==> config.mk <==
export PLATFORM = sky130hd
export DESIGN_NAME = uart_cmd_link_flat
export DESIGN_NICKNAME = d
export VERILOG_FILES = /design/src/rtl/uart_cmd_link_if.sv /design/src/rtl/uart_cmd_link.sv /design/src/flat_wrapper.sv
export SDC_FILE = /design/constraint.sdc
export NUM_CORES = 1
export LEC_CHECK = 0
export ABC_AREA = 1
export ABC_CLOCK_PERIOD_IN_PS = 3500
export CORE_MARGIN = 2
export CORE_UTILIZATION = 55
export DETAILED_ROUTE_END_ITERATION = 16
export DONT_BUFFER_PORTS = 1
export GPL_ROUTABILITY_DRIVEN = 0
export HOLD_SLACK_MARGIN = 0.05
export PLACE_DENSITY = 0.76
export SLEW_MARGIN = 15
export SYNTH_ARGS = -nofsm -noshare
export SYNTH_HDL_FRONTEND = slang
export SYNTH_SLANG_ARGS = --single-unit
==> constraint.sdc <==
create_clock -name clk -period 3.5 [get_ports clk]
set_clock_uncertainty 0.1 [all_clocks]
set_input_delay 0.525 -clock clk [delete_from_list [all_inputs] [get_ports clk]]
set_output_delay 0.525 -clock clk [all_outputs]
set_load 0.02 [all_outputs]
==> src/rtl/uart_cmd_link_if.sv <==
// Command-processor side of uart_cmd_link: received command, response trigger/byte and tx status.
// master = command processor, slave = the serial link.
interface uart_cmd_link_if;
  logic [15:0] cmd;
  logic        cmd_rdy;
  logic        clr_cmd_rdy;
  logic        trmt;
  logic [7:0]  resp;
  logic        tx_done;

  modport master (
    output clr_cmd_rdy, trmt, resp,
    input  cmd, cmd_rdy, tx_done
  );

  modport slave (
    input  clr_cmd_rdy, trmt, resp,
    output cmd, cmd_rdy, tx_done
  );
endinterface

==> src/rtl/uart_cmd_link.sv <==
// 8N1 UART link: two received bytes (high first) form a 16-bit command; one response byte is sent back.
// Optional `CMD_TIMEOUT_EN drops a stale high byte after three idle frame times.
module uart_cmd_link #(
  parameter int unsigned BAUD_DIV = 2604
) (
  input  logic            clk,
  input  logic            rst,
  input  logic            RX,
  output logic            TX,
  uart_cmd_link_if.slave  cmd_if
);

  localparam logic [15:0] BAUD_FULL = 16'(BAUD_DIV);
  localparam logic [15:0] BAUD_HALF = 16'(BAUD_DIV / 2);

  typedef enum logic { R_IDLE, R_SHIFT } rx_state_t;
  typedef enum logic { A_HI,   A_LO    } asm_state_t;
  typedef enum logic { T_IDLE, T_SHIFT } tx_state_t;

  // ---------------- RX synchronizer and engine ----------------
  logic       r_rx_sync1, r_rx_sync2, r_rx_prev;
  rx_state_t  r_rx_state, w_rx_next;
  logic [15:0] r_rx_cnt;
  logic [3:0]  r_rx_bits;
  logic [7:0]  r_rx_shift;
  logic        r_byte_rdy;
  logic        w_rx_fall, w_rx_tick, w_rx_start, w_rx_sample, w_rx_good;

  always_ff @(posedge clk or posedge rst) begin
    if (rst) begin
      r_rx_sync1 <= 1'b1;
      r_rx_sync2 <= 1'b1;
      r_rx_prev  <= 1'b1;
    end else begin
      r_rx_sync1 <= RX;
      r_rx_sync2 <= r_rx_sync1;
      r_rx_prev  <= r_rx_sync2;
    end
  end

  assign w_rx_fall = r_rx_prev & ~r_rx_sync2;
  assign w_rx_tick = (r_rx_cnt == 16'd1);

  always_ff @(posedge clk or posedge rst) begin
    if (rst) r_rx_state <= R_IDLE;
    else     r_rx_state <= w_rx_next;
  end

  always_comb begin
    w_rx_next = r_rx_state;
    case (r_rx_state)
      R_IDLE:  if (w_rx_fall) w_rx_next = R_SHIFT;
      R_SHIFT: if (w_rx_tick) begin
        if ((r_rx_bits == 4'd0 && r_rx_sync2) || r_rx_bits == 4'd9) w_rx_next = R_IDLE;
      end
      default: w_rx_next = R_IDLE;
    endcase
  end

  always_comb begin
    w_rx_start  = (r_rx_state == R_IDLE) && w_rx_fall;
    w_rx_sample = (r_rx_state == R_SHIFT) && w_rx_tick;
    w_rx_good   = w_rx_sample && (r_rx_bits == 4'd9) && r_rx_sync2;
  end

  always_ff @(posedge clk or posedge rst) begin
    if (rst) begin
      r_rx_cnt   <= '0;
      r_rx_bits  <= '0;
      r_rx_shift <= '0;
      r_byte_rdy <= 1'b0;
    end else begin
      r_byte_rdy <= w_rx_good;
      if (w_rx_start) begin
        r_rx_cnt  <= BAUD_HALF;
        r_rx_bits <= '0;
      end else if (w_rx_sample) begin
        r_rx_cnt  <= BAUD_FULL;
        r_rx_bits <= r_rx_bits + 4'd1;
        if (r_rx_bits >= 4'd1 && r_rx_bits <= 4'd8)
          r_rx_shift <= {r_rx_sync2, r_rx_shift[7:1]};
      end else if (r_rx_state == R_SHIFT) begin
        r_rx_cnt <= r_rx_cnt - 16'd1;
      end else begin
        r_rx_cnt <= '0;
      end
    end
  end

  // ---------------- Command assembly ----------------
  asm_state_t  r_asm_state, w_asm_next;
  logic [7:0]  r_hi;
  logic [15:0] r_cmd;
  logic        r_cmd_rdy;
  logic        w_hi_load, w_cmd_load, w_to_hit;

`ifdef CMD_TIMEOUT_EN
  localparam logic [21:0] TO_LIMIT = 22'(30 * BAUD_DIV);
  logic [21:0] r_to_cnt;

  always_ff @(posedge clk or posedge rst) begin
    if (rst)                       r_to_cnt <= '0;
    else if (w_hi_load)            r_to_cnt <= '0;
    else if (r_asm_state == A_LO)  r_to_cnt <= r_to_cnt + 22'd1;
  end

  assign w_to_hit = (r_asm_state == A_LO) && !r_byte_rdy && (r_to_cnt == TO_LIMIT);
`else
  assign w_to_hit = 1'b0;
`endif

  always_ff @(posedge clk or posedge rst) begin
    if (rst) r_asm_state <= A_HI;
    else     r_asm_state <= w_asm_next;
  end

  always_comb begin
    w_asm_next = r_asm_state;
    case (r_asm_state)
      A_HI:    if (r_byte_rdy) w_asm_next = A_LO;
      A_LO:    if (r_byte_rdy || w_to_hit) w_asm_next = A_HI;
      default: w_asm_next = A_HI;
    endcase
  end

  always_comb begin
    w_hi_load  = (r_asm_state == A_HI) && r_byte_rdy;
    w_cmd_load = (r_asm_state == A_LO) && r_byte_rdy;
  end

  // Setting cmd_rdy outranks a coincident clear request.
  always_ff @(posedge clk or posedge rst) begin
    if (rst) begin
      r_hi      <= '0;
      r_cmd     <= '0;
      r_cmd_rdy <= 1'b0;
    end else begin
      if (w_hi_load) r_hi <= r_rx_shift;
      if (w_cmd_load) begin
        r_cmd     <= {r_hi, r_rx_shift};
        r_cmd_rdy <= 1'b1;
      end else if (w_hi_load || cmd_if.clr_cmd_rdy) begin
        r_cmd_rdy <= 1'b0;
      end
    end
  end

  assign cmd_if.cmd     = r_cmd;
  assign cmd_if.cmd_rdy = r_cmd_rdy;

  // ---------------- TX engine ----------------
  tx_state_t   r_tx_state, w_tx_next;
  logic [9:0]  r_tx_shift;
  logic [15:0] r_tx_cnt;
  logic [3:0]  r_tx_bits;
  logic        r_tx_done;
  logic        w_tx_tick, w_tx_load, w_tx_shift, w_tx_end;

  assign w_tx_tick = (r_tx_cnt == 16'd1);

  always_ff @(posedge clk or posedge rst) begin
    if (rst) r_tx_state <= T_IDLE;
    else     r_tx_state <= w_tx_next;
  end

  always_comb begin
    w_tx_next = r_tx_state;
    case (r_tx_state)
      T_IDLE:  if (cmd_if.trmt) w_tx_next = T_SHIFT;
      T_SHIFT: if (w_tx_tick && r_tx_bits == 4'd9) w_tx_next = T_IDLE;
      default: w_tx_next = T_IDLE;
    endcase
  end

  always_comb begin
    w_tx_load  = (r_tx_state == T_IDLE) && cmd_if.trmt;
    w_tx_shift = (r_tx_state == T_SHIFT) && w_tx_tick;
    w_tx_end   = w_tx_shift && (r_tx_bits == 4'd9);
  end

  // Ones shift in behind the frame, so bit 0 doubles as the idle-high line level.
  always_ff @(posedge clk or posedge rst) begin
    if (rst) begin
      r_tx_shift <= '1;
      r_tx_cnt   <= '0;
      r_tx_bits  <= '0;
      r_tx_done  <= 1'b0;
    end else begin
      if (w_tx_load) begin
        r_tx_shift <= {1'b1, cmd_if.resp, 1'b0};
        r_tx_cnt   <= BAUD_FULL;
        r_tx_bits  <= '0;
        r_tx_done  <= 1'b0;
      end else if (w_tx_shift) begin
        r_tx_shift <= {1'b1, r_tx_shift[9:1]};
        r_tx_cnt   <= BAUD_FULL;
        r_tx_bits  <= r_tx_bits + 4'd1;
        if (w_tx_end) r_tx_done <= 1'b1;
      end else if (r_tx_state == T_SHIFT) begin
        r_tx_cnt <= r_tx_cnt - 16'd1;
      end else begin
        r_tx_cnt <= '0;
      end
    end
  end

  assign TX             = r_tx_shift[0];
  assign cmd_if.tx_done = r_tx_done;

endmodule

==> src/flat_wrapper.sv <==
// flat-port wrapper written by rule: the top's interface ports become plain ports
module uart_cmd_link_flat 
#(
  parameter int unsigned BAUD_DIV = 2604
)
  (clk, rst, RX, TX, cmd_if_clr_cmd_rdy, cmd_if_trmt, cmd_if_resp, cmd_if_cmd, cmd_if_cmd_rdy, cmd_if_tx_done);
  uart_cmd_link_if cmd_if_i ();
  input  logic clk;
  input  logic rst;
  input  logic RX;
  output logic TX;
  input wire logic [$bits(cmd_if_i.clr_cmd_rdy)-1:0] cmd_if_clr_cmd_rdy;
  input wire logic [$bits(cmd_if_i.trmt)-1:0] cmd_if_trmt;
  input wire logic [$bits(cmd_if_i.resp)-1:0] cmd_if_resp;
  output wire logic [$bits(cmd_if_i.cmd)-1:0] cmd_if_cmd;
  output wire logic [$bits(cmd_if_i.cmd_rdy)-1:0] cmd_if_cmd_rdy;
  output wire logic [$bits(cmd_if_i.tx_done)-1:0] cmd_if_tx_done;
  assign cmd_if_i.clr_cmd_rdy = cmd_if_clr_cmd_rdy;
  assign cmd_if_i.trmt = cmd_if_trmt;
  assign cmd_if_i.resp = cmd_if_resp;
  assign cmd_if_cmd = cmd_if_i.cmd;
  assign cmd_if_cmd_rdy = cmd_if_i.cmd_rdy;
  assign cmd_if_tx_done = cmd_if_i.tx_done;
  uart_cmd_link #(.BAUD_DIV(BAUD_DIV)) u_core (.clk(clk), .rst(rst), .RX(RX), .TX(TX), .cmd_if(cmd_if_i));
endmodule
==> metrics, run 1 <==
status finished clean; Sink Count 90; total wire length 8480 um; total CTS buffers 9; Synth area leaders dfrtp_1 43%, nand2_1 15%, nand3_1 7.8%; clk_lat worst skew between 300 and 400 ps; critical path type reg2reg; via count 3451; initial core utilization 0.575; FMAX 565 MHz; detailed placement HPWL between 5000 and 6000 um; CP required 3690 ps; worst-path fanout max 22; sequential area share after synthesis 0.505; top cells by count, synth 174 x nand2_1, 78 x dfrtp_1, 70 x nand3_1; DIE WIDTH 94.3 um; I/O pin total 32; leak pwr between 0.002 and 0.0025 uW; Ant. Diodes 0; initial antenna violation count 0; CP cell instances inv_2, nand2_2, inv_2, nand2_1, nand2_1, nand2_1, nand2_1; final setup TNS 0 ps; DR vias/cell 5.22; Worst Tran Pin Value a little under 800 ps; share of cells above drive strength 1 0.122; top-count cell post-synth nand2_1; multi-input logic area 1930 um^2; Critical Path Max Stage Delay 640 ps; DRC 0; Seq cells post-synth 90; critical path's top delay family simple AND/OR/NAND/NOR gates; crit path capture type flop; fill cell count 672; DIE AREA 8900 um^2; Syn Area/Cell 8.16 um^2; final core utilization 0.613; DR iter-0 viols 214; Worst setup SP type flop; CP Data Arrival Time between 1500 and 2000 ps; pins over their slew limit 0; Longest Clk Path Bufs 2; Area Growth Syn to Fin 6.69%; post-synth cell types 34; ys async rst share 1.00; largest net degree at the start of global routing 48; max cap viols 0; Final ANT Viol Nets 0; Synth area leader dfrtp_1; slew margin rel. 0.472; CTS tree built; Final #Nets 578; final setup fails 0; final hold viol count 0; Synth Instances 550; clock transition at the registers of the reported paths 90 ps; Yosys warning count 0; post-CTS setup buffers 0; Resized cells post-CTS 0; Tcrit/Tclk final 0.506; Avg WL per Cell around 13 um; vias in the first global route 3395; CP most frequent cell nand2_1; share of the synthesized area in the top cell type 0.435; synthesized area 4490 um^2; Core Box Area 7810 um^2; critical path's slowest cell dfrtp_1; # H-tree levels 3; syn nets approximately 570; register area 2270 um^2; Die H 94.3 um; IO Port Bufs 0; drt first pass iters 4; Total GRT Usage 0.215; Period minus WS final 1770 ps; row count 32; CTS root buf clkbuf_8; ys flop type dfrtp_1; Pwr Density between 600 and 700 nW/um^2; number of synthesized flops with an enable pin 0; Critical path buffers and inverters 2; first-pass GRT wire length 15200 um; unrepaired setup endpoints after global routing false; CTS Hold Buffers Added 1; min-delay worst type in2async; GR Overflow Total 0; maximum vdd ir drop 0.000276 V
## routing by layer
metal  global-route usage  vias up  part of all wire
li1                     -     1733                 -
met1                0.288     1642              0.47
met2                0.360       66              0.48
met3               0.0455       10             0.039
met4               0.0580        0             0.012
met5                    0        -                 0
## logic make-up (layout without fill, tap and decap cells)
logic type,count (synthesis),after routing,share of synthesized area
AOI/OAI and AO/OA,39,39,0.0452
and+or+nand+nor,327,327,0.331
xor gates and xnor gates,12,12,0.0234
adders and majority gates,11,11,0.0307
buffers and inverters,71,80,0.0652
DFF,90,90,0.505
## stage by stage
stage                     power (uW)  area, um^2  instances  hold WS [ps]  setup slack, ps
after global placement          2370        4570        644           248             1800
final                           3150        4790        661          51.5             1730
after global routing            3400        4790        661           116             1520
after floorplan                 2210        4490        550           245              560
after CTS                       3160        4790        661          91.5             1720
after detailed placement        2410        4570        644           248             1750
## worst paths after layout
path / cells past startpoint / slack (ps) / end / from
worst max register to register: 7 / 1730 / u_core.r_tx_shift[2] / u_core.r_tx_state
worst min register to register: 0 / 260 / u_core.r_rx_sync2 / u_core.r_rx_sync1
min in group clk: 1 / 150 / u_core.cmd_if.cmd_rdy / cmd_if_clr_cmd_rdy
max in group asynchronous: 2 / 2420 / u_core.r_rx_prev / rst
worst min-delay path: 1 / 50 / u_core.r_tx_cnt[9] / rst
worst max-delay path: 7 / 1730 / u_core.r_tx_shift[2] / u_core.r_tx_state
## report_power, final
group,switching (uW),internal [uW],total [uW]
registers,206,1270,1470
logic,584,346,930
clock network,389,358,747
## area by class of cell
type                    count  area share
multi-input cells         389       0.403
clock inverters             6      0.0146
flip-flops and latches     90       0.473
clock buffers              10      0.0287
well taps                 102      0.0266
repair buffers              3     0.00522
inverters                  61      0.0486
## placed cells by master (no fill, tap or decap), types with 3 or more instances in the layout
master    count
inv_2         3
nand3_1      70
ha_1         11
xor2_1        5
nor2_1       47
nand2_2       5
dfrtp_1      78
o21ai_0      25
inv_6         3
nor2_4        5
nor2_2       16
dfstp_2      12
nand2_1     174
inv_1        56
xnor2_1       7
clkbuf_8     10
a21oi_1      10
## registers in the layout, indices dropped and copies added, names as in the netlist, 4 cells and up
signal / count
u_core.r_rx_cnt: 16
u_core.r_tx_shift: 9
u_core.r_hi: 8
u_core.r_tx_bits: 4
u_core.r_rx_shift: 8
u_core.cmd_if.cmd: 16
u_core.r_rx_bits: 4
u_core.r_tx_cnt: 16
No activity file was read; power rests on OpenSTA's default activity.
==> run 2: changes to the inputs <==
ABC_AREA = 0   (was 1)
ABC_CLOCK_PERIOD_IN_PS = 1700   (was 3500)
clock period = 1.7 ns   (was 3.5 ns; I/O delays follow)
==> run 2 against run 1 <==
Against the previous run:
- the run now ends with setup timing left
- synthesized area fell by 7.1%
- non-clock buffer count rose by 89
- first-iteration DRC count shrank 12%
- worst hold slack better by 7.7 ps
- power grew to 2.8 times the previous value
- critical path type unchanged
- largest cell class unchanged
- highest routed layer unchanged
==> metrics, run 2 <==
status finished, violations left; failing checks setup timing; depth of the most critical reg-to-reg path 5 (-2); first-pass GRT wire length 15900 um (+4.7%); Final #Nets 474 (-18%); worst-path fanout max 3 (-86%); DIE AREA 8300 um^2 (-6.8%); via count 3197 (-7.4%); CTS tree built; Final ANT Viol Nets 0 (unchanged); Ant. Diodes 0 (unchanged); share of the synthesized area in the top cell type 0.468 (+0.0331); Tcrit/Tclk final 1.11 (+0.602); DR iter-0 viols 188 (-12%); final hold slack 59.2 ps (+7.68 ps); Synth area leader dfrtp_1; Synth Instances 357 (-35%); ys async rst share 1.00 (unchanged); commonest cells after routing, fill and taps aside 74 x dfrtp_1, 61 x buf_4, 32 x mux2_2; I/O pin total 32 (unchanged); post-synth cell types 42 (+24%); met1 usage 0.303 (+0.0151); clock transition at the registers of the reported paths 110 ps (+20 ps); dpl cells 510 (-21%); initial antenna violation count 0 (unchanged); Critical path buffers and inverters 1 (-1); CP cell instances nor4_4, buf_4, nand2_1, or3_4, mux2_2; final setup TNS -2890 ps (-2890 ps); unrepaired setup endpoints after global routing true; maximum vdd ir drop 0.00108 V (+290%); PnR worst setup slack -183 ps (-1910 ps); FMAX 531 MHz (-6.0%); CP Data Arrival Time 2050 ps (+90 ps); share of cells above drive strength 1 0.462 (+0.340); reg-to-reg startpoint u_core.r_rx_cnt[9]; DR vias/cell 5.77 (+11%); critical path type reg2reg; GR Overflow Total 0 (unchanged); syn nets 381 (-34%); FF-to-FF setup slack -180 ps (-1910 ps); Syn Area/Cell 11.7 um^2 (+43%); # H-tree levels 3 (unchanged); leading cell type in the layout, fill and taps excluded dfrtp_1; initial core utilization 0.572 (-0.00293); clk_lat worst skew 380 ps (+20 ps); vias in the first global route 3375 (-0.59%); DIE WIDTH 91.1 um (-3.5%); Core Box Area 7290 um^2 (-6.6%); final hold viol count 0 (unchanged); max cap viols 0 (unchanged); pre-CTS WS -163 ps (-1910 ps); leak pwr 0.00265 uW (+8.3%); Sink Count 90 (unchanged); Layout Cell Area excl Fill 5640 um^2 (+18%); Total GRT Usage 0.240 (+0.0244); final setup fails 37 (+37); CTS root buf clkbuf_8; Avg WL per Cell 18.1 um (+42%); min-delay worst type in2reg; Longest Clk Path Bufs 2 (unchanged); ys flop type dfrtp_1; critical path's slowest cell dfrtp_1; drt first pass iters 4 (unchanged); M2 GR Usage 0.407 (+0.0479); total CTS buffers 9 (unchanged); Top Usage Layer GRT met2; r2r endpoint u_core.r_rx_bits[1]; DRC 0 (unchanged); Placed Area 4800 um^2 (+4.9%); Seq cells post-synth 90 (unchanged); Die H 91.1 um (-3.5%); largest net degree at the start of global routing 51 (+6.3%); Pwr Density 1570 nW/um^2 (+140%); WHS Path Cells 2; Yosys warning count 0 (unchanged); met3 Usage GRT 0.0539 (+0.00845); slew margin rel. 0.567 (+0.0951); Critical Path Max Stage Delay 420 ps (-220 ps); Worst setup SP type flop; row count 31 (-3.1%); CP required 1870 ps (-1820 ps); pins over their slew limit 0 (unchanged); synthesized area 4170 um^2 (-7.1%); critical path's top delay family simple AND/OR/NAND/NOR gates; total wire length 10100 um (+19%); detailed placement HPWL 5690 um (-4.5%); number of synthesized flops with an enable pin 0 (unchanged); crit path capture type flop; top-count cell post-synth dfrtp_1; final non-filler cell total 554 (-16%); Period minus WS final 1880 ps (+113 ps); Area Growth Syn to Fin 35.3%; top cells by count, synth 78 x dfrtp_1, 35 x nor2_1, 33 x mux2_2; Synth area leaders dfrtp_1 47%, mux2_2 8.9%, dfstp_2 7.6%; hold worst-path end u_core.cmd_if.cmd_rdy; sequential area share after synthesis 0.543 (+0.0385); Hold Startpoint cmd_if_clr_cmd_rdy; Worst Tran Pin Value 648 ps (-144 ps); IO Port Bufs 0 (unchanged)
## run 2: cell count changes after synthesis, moves of 9 or more
cell,before,now
nand2_1,174,16
xor2_1,5,15
o21ai_0,25,12
mux2i_1,0,9
nor2_1,47,35
mux2_2,0,33
nand4_1,1,12
inv_1,57,16
nand3_1,70,10
nor2_2,16,0
## run 2: final cells by class
type / instances / area, um^2
clock buffer: 9 / 124
clock inverter: 7 / 72.6
fill: 466 / 1650
inverter: 16 / 63.8
multi-input combinational: 241 / 2150
sequential: 90 / 2270
tap: 99 / 124
timing repair buffer: 92 / 837
## run 2: per-layer routing
layer,part of all wire,vias up
met2,0.53,63
li1,-,1464
met4,0.013,0
met1,0.43,1659
met3,0.031,11
met5,0,-
## run 2: worst register-to-register path, stage by stage, from the launching register on
cell     delay [ps]
dfrtp_1         420
nor4_4          340
buf_4           180
nand2_1          60
or3_4           390
mux2_2          280
## run 2: cells by family (layout without fill, tap and decap cells)
family                     Yosys count  count (layout)  share of synthesized area
DFF                                 90              90                      0.543
buffers and inverters               26             124                     0.0240
adders and majority gates           11              11                     0.0330
muxes                               42              42                      0.111
and+or+nand+nor                    123             123                      0.179
xor gates and xnor gates            22              22                     0.0462
AOI/OAI and AO/OA                   43              43                     0.0639
## run 2: worst max path at each step
stage | slack (ps) | endpoint | cells after the start | startpoint
CTS | -150 | u_core.r_rx_shift[5] | 5 | u_core.r_rx_cnt[2]
floorplan | -160 | u_core.r_rx_shift[0] | 4 | u_core.r_rx_cnt[9]
global route | -240 | u_core.r_rx_shift[5] | 5 | u_core.r_rx_cnt[10]
detailed placement | -160 | u_core.r_rx_shift[3] | 6 | u_core.r_rx_bits[1]
global placement | -110 | u_core.r_rx_shift[5] | 5 | u_core.r_rx_cnt[2]
finish | -180 | u_core.r_rx_bits[1] | 5 | u_core.r_rx_cnt[9]
## run 2: stage by stage
stage | total power [uW] | utilization
after global routing | 9340 | 0.774
after detailed placement | 6150 | 0.658
after floorplan | 4820 | -
final | 8850 | 0.774
after CTS | 8180 | 0.742
after global placement | 6000 | 0.658
## run 2: power breakdown
| group | switching (uW) | internal [uW] |
|---|---|---|
| Combinational | 1950 | 2150 |
| Clock | 886 | 574 |
| Sequential | 612 | 2680 |
## run 2: repair_timing
item	in CTS	in global routing
hold buffers	11	0
pin swaps	17	20
setup buffers	12	8
endpoints found under the hold margin	101	0
gates cloned	2	0
setup endpoints to repair	40	59
gates resized for setup	42	55
==> run 3: changes to the inputs <==
CORE_ASPECT_RATIO = 0.7   (was not set)
==> run 3 against run 2 <==
Against the previous run:
- the flow still finishes with violations (setup timing)
- sequential share of layout area up 0.85 points
- largest power group unchanged
- count of clock-buffer cells in the layout up 1
- via count down 1.8%
- combinational power down 7.1%
- register-to-register slack about the same
- sequential cell count unchanged
- cell count down 1.1%
- worst setup slack better by 11 ps
==> metrics, run 3 (synthesized netlist as in run 2, its figures left out) <==
status finished, violations left; failing checks setup timing; met3 wire len 494 um (+57%); row count 26 (-16%); Layout Cell Area excl Fill 5520 um^2 (-2.3%); Pwr Density 1510 nW/um^2 (-3.7%); Area Growth Syn to Fin 32.2%; PnR worst setup slack -171 ps (+11.4 ps); Max Used Layer met4; drt first pass iters 5 (+1); initial core utilization 0.570 (-0.00215); commonest cells after routing, fill and taps aside 78 x dfrtp_1, 62 x buf_4, 32 x mux2_2; unrepaired setup endpoints after global routing true; I/O pin total 32 (unchanged); Seq pwr share 0.383 (+0.011); CP required 1880 ps (about the same); DRC 0 (unchanged); clock transition at the registers of the reported paths 100 ps (about the same); FMAX 534 MHz (+0.61%); Period minus WS final 1870 ps (-11.4 ps); share of cells above drive strength 1 0.447 (-0.0149); Ant. Diodes 0 (unchanged); switching power 3120 uW (-9.7%); CP Data Arrival Time 2050 ps (about the same); IO Port Bufs 0 (unchanged); slew margin rel. 0.628 (+0.0612); total CTS buffers 9 (unchanged); dpl cells 511 (+0.20%); Die H 76.9 um (-16%); largest net degree at the start of global routing 91 (+78%); DIE AREA 8310 um^2 (+0.13%); Sink Count 90 (unchanged); detailed placement HPWL 5910 um (+3.9%); CTS tree built; Core Box Area 7320 um^2 (+0.38%); Avg WL per Cell 17.5 um (-3.6%); register area 2270 um^2 (-0.22%); worst-path fanout max 6 (+3); Worst setup SP type flop; leading cell type in the layout, fill and taps excluded dfrtp_1; Worst Tran Pin Value 555 ps (-92.4 ps); final core utilization 0.754 (-0.0205); vias in the first global route 3086 (-8.6%); multi-input logic area 2100 um^2 (-2.3%); via count 3139 (-1.8%); GR Overflow Total 0 (unchanged); Final ANT Viol Nets 0 (unchanged); total power 8330 uW (-5.9%); maximum vdd ir drop 0.000907 V (-16%); Sw Share 0.374 (-0.0158); Placed Area 4810 um^2 (+0.29%); critical path type reg2reg; Tcrit/Tclk final 1.10 (-0.00672); crit path capture type flop; pins over their slew limit 0 (unchanged); combinational share of power 0.458 (-0.005); first-pass GRT wire length 15200 um (-4.8%); clk_lat worst skew 350 ps (-30 ps); final non-filler cell total 548 (-1.1%); max cap viols 0 (unchanged); # H-tree levels 3 (unchanged); Longest Clk Path Bufs 2 (unchanged); Met2 Wirelength 4710 um (-12%); leak pwr 0.00258 uW (-2.4%); fill cell count 434 (-6.9%); Internal Power 5210 uW (-3.5%); DIE WIDTH 108 um (+19%); min-delay worst type in2reg; CTS root buf clkbuf_8; final setup fails 44 (+19%); Total GRT Usage 0.234 (-0.00595); final hold viol count 0 (unchanged); initial antenna violation count 0 (unchanged); Final #Nets 469 (-1.1%); clock power share 0.159 (-0.006); DR vias/cell 5.73 (-0.74%); wl on met1 4280 um (+0.14%); DR iter-0 viols 236 (+26%); total wire length 9590 um (-4.6%)
run 3: changes by cell type in the layout (fill, tap and decap cells not counted), sizes merged:
cell,change
buf,-5
clkbuf,+1
clkinv,-1
run 3: worst paths after layout:
check / startpoint / to / slack [ps] / cells after the start
hold / removal: cmd_if_clr_cmd_rdy / u_core.cmd_if.cmd_rdy / 90 / 2
min in group asynchronous: rst / u_core.r_rx_cnt[13] / 360 / 3
setup reg to reg: u_core.r_tx_cnt[1] / u_core.r_tx_shift[6] / -170 / 7
max in group asynchronous: rst / u_core.r_rx_sync1 / 700 / 3
hold reg to reg: u_core.r_rx_sync1 / u_core.r_rx_sync2 / 260 / 0
setup / recovery: u_core.r_tx_cnt[1] / u_core.r_tx_shift[6] / -170 / 7
run 3: area by class of cell:
cell class,count,area share
tap,98,0.0222
inverter,16,0.0116
sequential,90,0.411
clock inverter,6,0.00862
clock buffer,10,0.0231
multi-input combinational,241,0.381
timing repair buffer,87,0.142
run 3: worst max-delay path, cell delays in order, from the launching register on:
cell and delay [ps]:
dfrtp_1 420, inv_2 90, ha_4 130, nor4b_4 340
nand4_4 220, buf_8 220, mux2i_2 220, a21oi_2 80
run 3: layer usage:
| layer | up-vias | global-route usage |
|---|---|---|
| met1 | 1592 | 0.329 |
| li1 | 1452 | - |
| met5 | - | 0 |
| met3 | 9 | 0.0604 |
| met2 | 86 | 0.371 |
| met4 | 0 | 0.0462 |
run 3: through the flow:
step | setup slack, ps | hold WS (ps) | TNS (ps)
2_1_floorplan | -156 | 159 | -1510
3_3_place_gp | -146 | 160 | -1980
5_1_grt | -231 | 76.8 | -7070
4_1_cts | -160 | 81.9 | -2700
3_5_place_dp | -213 | 160 | -4710
6_report | -171 | 92.3 | -4330
run 3: power groups by stage:
stage / sequential, uW / clock, uW / combinational (uW)
5_1_grt: 3250 / 1470 / 4100
3_5_place_dp: 3160 / 0 / 2940
3_3_place_gp: 3130 / 0 / 2810
2_1_floorplan: 3210 / 0 / 1610
4_1_cts: 3170 / 1360 / 3290
6_report: 3190 / 1320 / 3810
run 3: what timing repair did:
item / CTS / global route
gates cloned: 1 / 0
endpoints found under the hold margin: 88 / 0
resized for setup: 34 / 51
endpoints found under the setup margin: 41 / 59
pin swaps: 22 / 28
hold buffers: 11 / 0
buffers inserted: 8 / 6
